--- src/rtl/flex_counter_ud.sv ---
// Up/down counter with parallel load, enable prescaler, wrap-or-saturate mode
// and a one-cycle wrap pulse. All outputs are registered.
module flex_counter_ud #(
  parameter int NUM_CNT_BITS  = 4,
  parameter int PRESCALE_BITS = 4
) (
  input  logic                     clk,
  input  logic                     rst,
  input  logic                     clear,
  input  logic                     count_enable,
  input  logic                     count_up,
  input  logic                     load,
  input  logic [NUM_CNT_BITS-1:0]  load_val,
  input  logic [NUM_CNT_BITS-1:0]  rollover_val,
  input  logic [PRESCALE_BITS-1:0] prescale_val,
  input  logic                     sat_mode,
  output logic [NUM_CNT_BITS-1:0]  count_out,
  output logic                     rollover_flag,
  output logic                     wrap_pulse
);

  localparam logic [NUM_CNT_BITS-1:0]  CNT_ZERO = '0;
  localparam logic [NUM_CNT_BITS-1:0]  CNT_ONE  = NUM_CNT_BITS'(1);
  localparam logic [PRESCALE_BITS-1:0] PRE_ZERO = '0;
  localparam logic [PRESCALE_BITS-1:0] PRE_ONE  = PRESCALE_BITS'(1);

  logic [NUM_CNT_BITS-1:0]  cnt_q, cnt_d;
  logic [PRESCALE_BITS-1:0] pre_q, pre_d;
  logic                     flag_q, flag_d;
  logic                     pulse_q, pulse_d;

  logic                     tick;
  logic [NUM_CNT_BITS-1:0]  step_cnt;
  logic                     step_wrap;
  logic [NUM_CNT_BITS-1:0]  terminal;

  // >= rather than == so lowering prescale_val below pre_q ticks on the next enabled cycle.
  assign tick     = count_enable && (pre_q >= prescale_val);
  assign terminal = count_up ? rollover_val : CNT_ONE;

  // Value the counter takes if a step happens this cycle.
  always_comb begin
    step_cnt  = cnt_q;
    step_wrap = 1'b0;
    if (rollover_val == CNT_ZERO) begin
      step_cnt = CNT_ZERO;
    end else if (count_up) begin
      if (cnt_q >= rollover_val) begin
        step_cnt  = sat_mode ? rollover_val : CNT_ONE;
        step_wrap = !sat_mode;
      end else begin
        step_cnt = cnt_q + CNT_ONE;
      end
    end else begin
      if (cnt_q <= CNT_ONE) begin
        // Saturation only holds a count of 1; a count of 0 still jumps to rollover_val.
        if (sat_mode && (cnt_q == CNT_ONE)) begin
          step_cnt = cnt_q;
        end else begin
          step_cnt = rollover_val;
        end
        step_wrap = !sat_mode;
      end else begin
        step_cnt = cnt_q - CNT_ONE;
      end
    end
  end

  always_comb begin
    cnt_d   = cnt_q;
    pre_d   = pre_q;
    pulse_d = 1'b0;
    if (clear) begin
      cnt_d = CNT_ZERO;
      pre_d = PRE_ZERO;
    end else if (load) begin
      cnt_d = load_val;
      pre_d = PRE_ZERO;
    end else if (tick) begin
      cnt_d   = step_cnt;
      pre_d   = PRE_ZERO;
      pulse_d = step_wrap;
    end else if (count_enable) begin
      pre_d = pre_q + PRE_ONE;
    end
    flag_d = !clear && (cnt_d == terminal) && (rollover_val != CNT_ZERO);
  end

  always_ff @(posedge clk) begin
    if (rst) begin
      cnt_q   <= CNT_ZERO;
      pre_q   <= PRE_ZERO;
      flag_q  <= 1'b0;
      pulse_q <= 1'b0;
    end else begin
      cnt_q   <= cnt_d;
      pre_q   <= pre_d;
      flag_q  <= flag_d;
      pulse_q <= pulse_d;
    end
  end

  assign count_out     = cnt_q;
  assign rollover_flag = flag_q;
  assign wrap_pulse    = pulse_q;

endmodule

--- config.mk ---
export PLATFORM = sky130hd
export DESIGN_NAME = flex_counter_ud
export DESIGN_NICKNAME = d
export VERILOG_FILES = /design/src/rtl/flex_counter_ud.sv
export SDC_FILE = /design/constraint.sdc
export NUM_CORES = 1
export LEC_CHECK = 0
export ABC_AREA = 1
export BUFFER_PORTS_ARGS = -buffer_cell sky130_fd_sc_hd__buf_4
export CORE_ASPECT_RATIO = 0.7
export CORE_UTILIZATION = 58
export DETAILED_ROUTE_END_ITERATION = 8
export GPL_TIMING_DRIVEN = 0
export PLACE_DENSITY = 0.92
export SYNTH_ARGS = -nofsm -noshare
export SYNTH_HDL_FRONTEND = slang
export SYNTH_SLANG_ARGS = --single-unit
--- constraint.sdc ---
create_clock -name clk -period 3.2 [get_ports clk]
set_input_delay 0 -clock clk [delete_from_list [all_inputs] [get_ports clk]]
set_output_delay 0 -clock clk [all_outputs]
set_load 0.01 [all_outputs]
==> reports/metrics.yaml <==
layout:
  post-route-cell-area_um2: 1409
  drive_above_1_share_pct: 20.55
  nNetsFinal: 251
  diodes: 0
  area_growth_pct: 21.21
worst_setup_path:
  crit_chain: "inv_1, ha_1, o21ai_2, inv_4, nor2_2, nand2_1, nand2_1, inv_1, nand3_1, nand2_2, nand2_1, nand3_1, nand3b_1, nor2_2"
  critPathMaxFanout: 9
  cpMostUsedCell: "nand2_1"
  start_kind: "register"
  end_kind: "register"
  critical_path.max_stage_delay_ns: 0.52
  cp.arrival_ns: 2.43
  cpMaxStageDelayCell: "dfxtp_1"
  crit_family: "simple AND/OR/NAND/NOR gates"
  path_buf_inv: 3
  crit_required_ns: 3.36
  crit_type: "reg2reg"
die:
  die_y_um: 39.46
  start_util_pct: 62.14
  die-area_um2: 2190
  core_area_um2: 1871
  pin_count: 25
  die_w_um: 55.51
  rows: 13
synth:
  yosys_warnings: 0
  synthArstFlopShare_pct: 0
  avgSynthCellArea_um2: 6.086
  syn_nets: 222
  synth_area_um2: 1162
  synth-edff-count: 0
  ys_types: 25
  synth-main-ff-cell: "dfxtp_1"
  ys_seq_elements: 10
  syn_inst: 191
  yosysSeqAreaShare_pct: 17.22
place:
  pre_cts_slack_ns: 1.020
  io_buffers: 23
  placed_area_um2: 1363
  routabilityCongestion: 0.9009
  dpl.hpwl_um: 2513
cts:
  cts-buffers-inserted: 3
  cts_tree: "built"
  cts.sinks: 10
  cts_resized: 0
  cts_root_buf: "clkbuf_4"
  clkSlewWorstSetupHoldPaths_ns: 0.06
  cts_setup_buffers: 0
  worstSkewPairLatency_ns: 0.26
  clockBufferDepth: 2
  htree_levels: 1
drt:
  drc_errors: 0
  routed_wl_um: 3096
  drt_first_pass_iters: 4
  drtAntennaViolNets: 0
  drt_iter0_drc: 55
  wl_per_cell_um: 12.85
  vias: 1338
  via_per_inst: 5.552
global_routing:
  grt_use_total_pct: 30.22
  grt_pass1_wl_um: 5043
  grt_pass1_vias: 1171
  grt_max_degree: 11
  antenna_found_initial: 0
  grt_overflow: 0
pwr:
  finalPower_w: 0.0003831
  vdd_drop_max_mv: 0.3623
  power.static_leakage_nw: 0.7800
  powerDensity_nw_per_um2: 271.9
sta:
  fin_skew_ns: 0.003552
  hold_viol_final: 0
  slew_violations: 0
  fin_tns_setup_ns: 0
  setup_slack_ns: 0.9323
  period_share_pct: 70.87
  min_period_ns: 2.268
  max_slew_margin_pct: 75.18
  setup_viol: 0
  tightest_slew_ns: 0.3693
  rsz0062_at_grt: "false"
  max_freq_ghz: 0.4410
min_path:
  hold_path_class: "in2reg"
job:
  drv_cap: 0
run_status:
  outcome: "finished, final reports clean"
[power breakdown]
group | internal, W | total [W] | switching, W
Combinational | 0.0000565 | 0.000138 | 0.0000815
Clock | 0.0000691 | 0.000112 | 0.0000430
Sequential | 0.000127 | 0.000133 | 0.00000564
[worst register-to-register path: stages (launching register included)]
cell and delay, ns:
dfxtp_1 0.52, inv_1 0.19, ha_1 0.29, o21ai_2 0.28, inv_4 0.07, nor2_2 0.16
nand2_1 0.09, nand2_1 0.07, inv_1 0.03, nand3_1 0.08, nand2_2 0.06, nand2_1 0.08
nand3_1 0.07, nand3b_1 0.12, nor2_2 0.05
[state kept, by name, indices dropped and copies added (netlist names)]
| signal | flops |
|---|---|
| count_out | 4 |
| pre_q | 4 |
| rollover_flag | 1 |
| wrap_pulse | 1 |
[Yosys cell counts (3+ instances only)]
| library cell | instances | share of area [%] |
|---|---|---|
| a21oi_1 | 12 | 5.2 |
| buf_6 | 3 | 2.9 |
| nand4_1 | 6 | 3.2 |
| nor2_2 | 3 | 1.6 |
| nand2_2 | 3 | 1.6 |
| inv_1 | 34 | 11 |
| nand3_1 | 23 | 9.9 |
| ha_1 | 12 | 13 |
| dfxtp_1 | 10 | 17 |
| nor2_1 | 10 | 3.2 |
| nand2_1 | 58 | 19 |
[placed cells by master, fill, tap and decap left out, drive strengths merged]
| cell type | n |
|---|---|
| clkbuf | 4 |
| xor2 | 2 |
| dlygate4sd3 | 1 |
| nand3 | 25 |
| nand4 | 6 |
| ha | 12 |
| o21ai | 1 |
| nand2 | 61 |
| nor3 | 1 |
| xnor2 | 1 |
| or2 | 1 |
| o211ai | 1 |
| nand3b | 1 |
| nor4 | 2 |
| nor2 | 15 |
| inv | 35 |
| a21oi | 13 |
| o21bai | 1 |
| dfxtp | 10 |
| buf | 26 |
[metal layers]
metal / wire (um) / up-vias / GRT usage (%)
li1: - / 666 / -
met1: 1320 / 593 / 37.14
met2: 1439 / 71 / 53.61
met3: 284 / 8 / 6.271
met4: 51 / 0 / 11.25
met5: 0 / - / 0
[per-stage QoR]
stage / cells / hold slack [ns] / utilization (%)
3_3_place_gp: 236 / 0.2117 / 72.84
4_1_cts: 241 / 0.03374 / 75.32
2_1_floorplan: 191 / 0.07238 / -
5_1_grt: 241 / 0.03495 / 75.32
3_5_place_dp: 236 / 0.2149 / 72.84
6_report: 241 / 0.03844 / 75.32
[area by class of cell]
class                   instances  area (um2)
repair buffers                 24       182.7
plain buffers                   3       33.78
clock buffers                   4       36.28
multi-input cells             143       794.5
well taps                      22       27.53
fillers                       159       461.7
flip-flops and latches         10       200.2
inverters                      35       133.9
[final timing paths]
path | slack [ns] | to | depth (start not counted) | startpoint
worst min register to register | 0.51 | pre_q[0] | 2 | pre_q[0]
worst min-delay path | 0.04 | pre_q[1] | 3 | count_enable
worst max register to register | 0.93 | rollover_flag | 14 | count_out[0]
worst max-delay path | 0.93 | rollover_flag | 14 | count_out[0]
[cell families (layout without fill, tap and decap cells)]
family / count (synthesis) / in the layout / share of synthesized area [%]
AND/OR/NAND/NOR: 112 / 112 / 45.21
buffers and inverters: 38 / 66 / 14.42
AO/OA/AOI/OAI: 16 / 16 / 7.967
adder cells (fa/ha/maj): 12 / 12 / 12.92
flip-flops: 10 / 10 / 17.22
XOR/XNOR: 3 / 3 / 2.261
[repair_timing]
action,in CTS,in global routing
hold endpoints to repair,4,0
hold buffers,1,0
setup endpoints to repair,0,0
No activity file was read; power rests on OpenSTA's default activity.
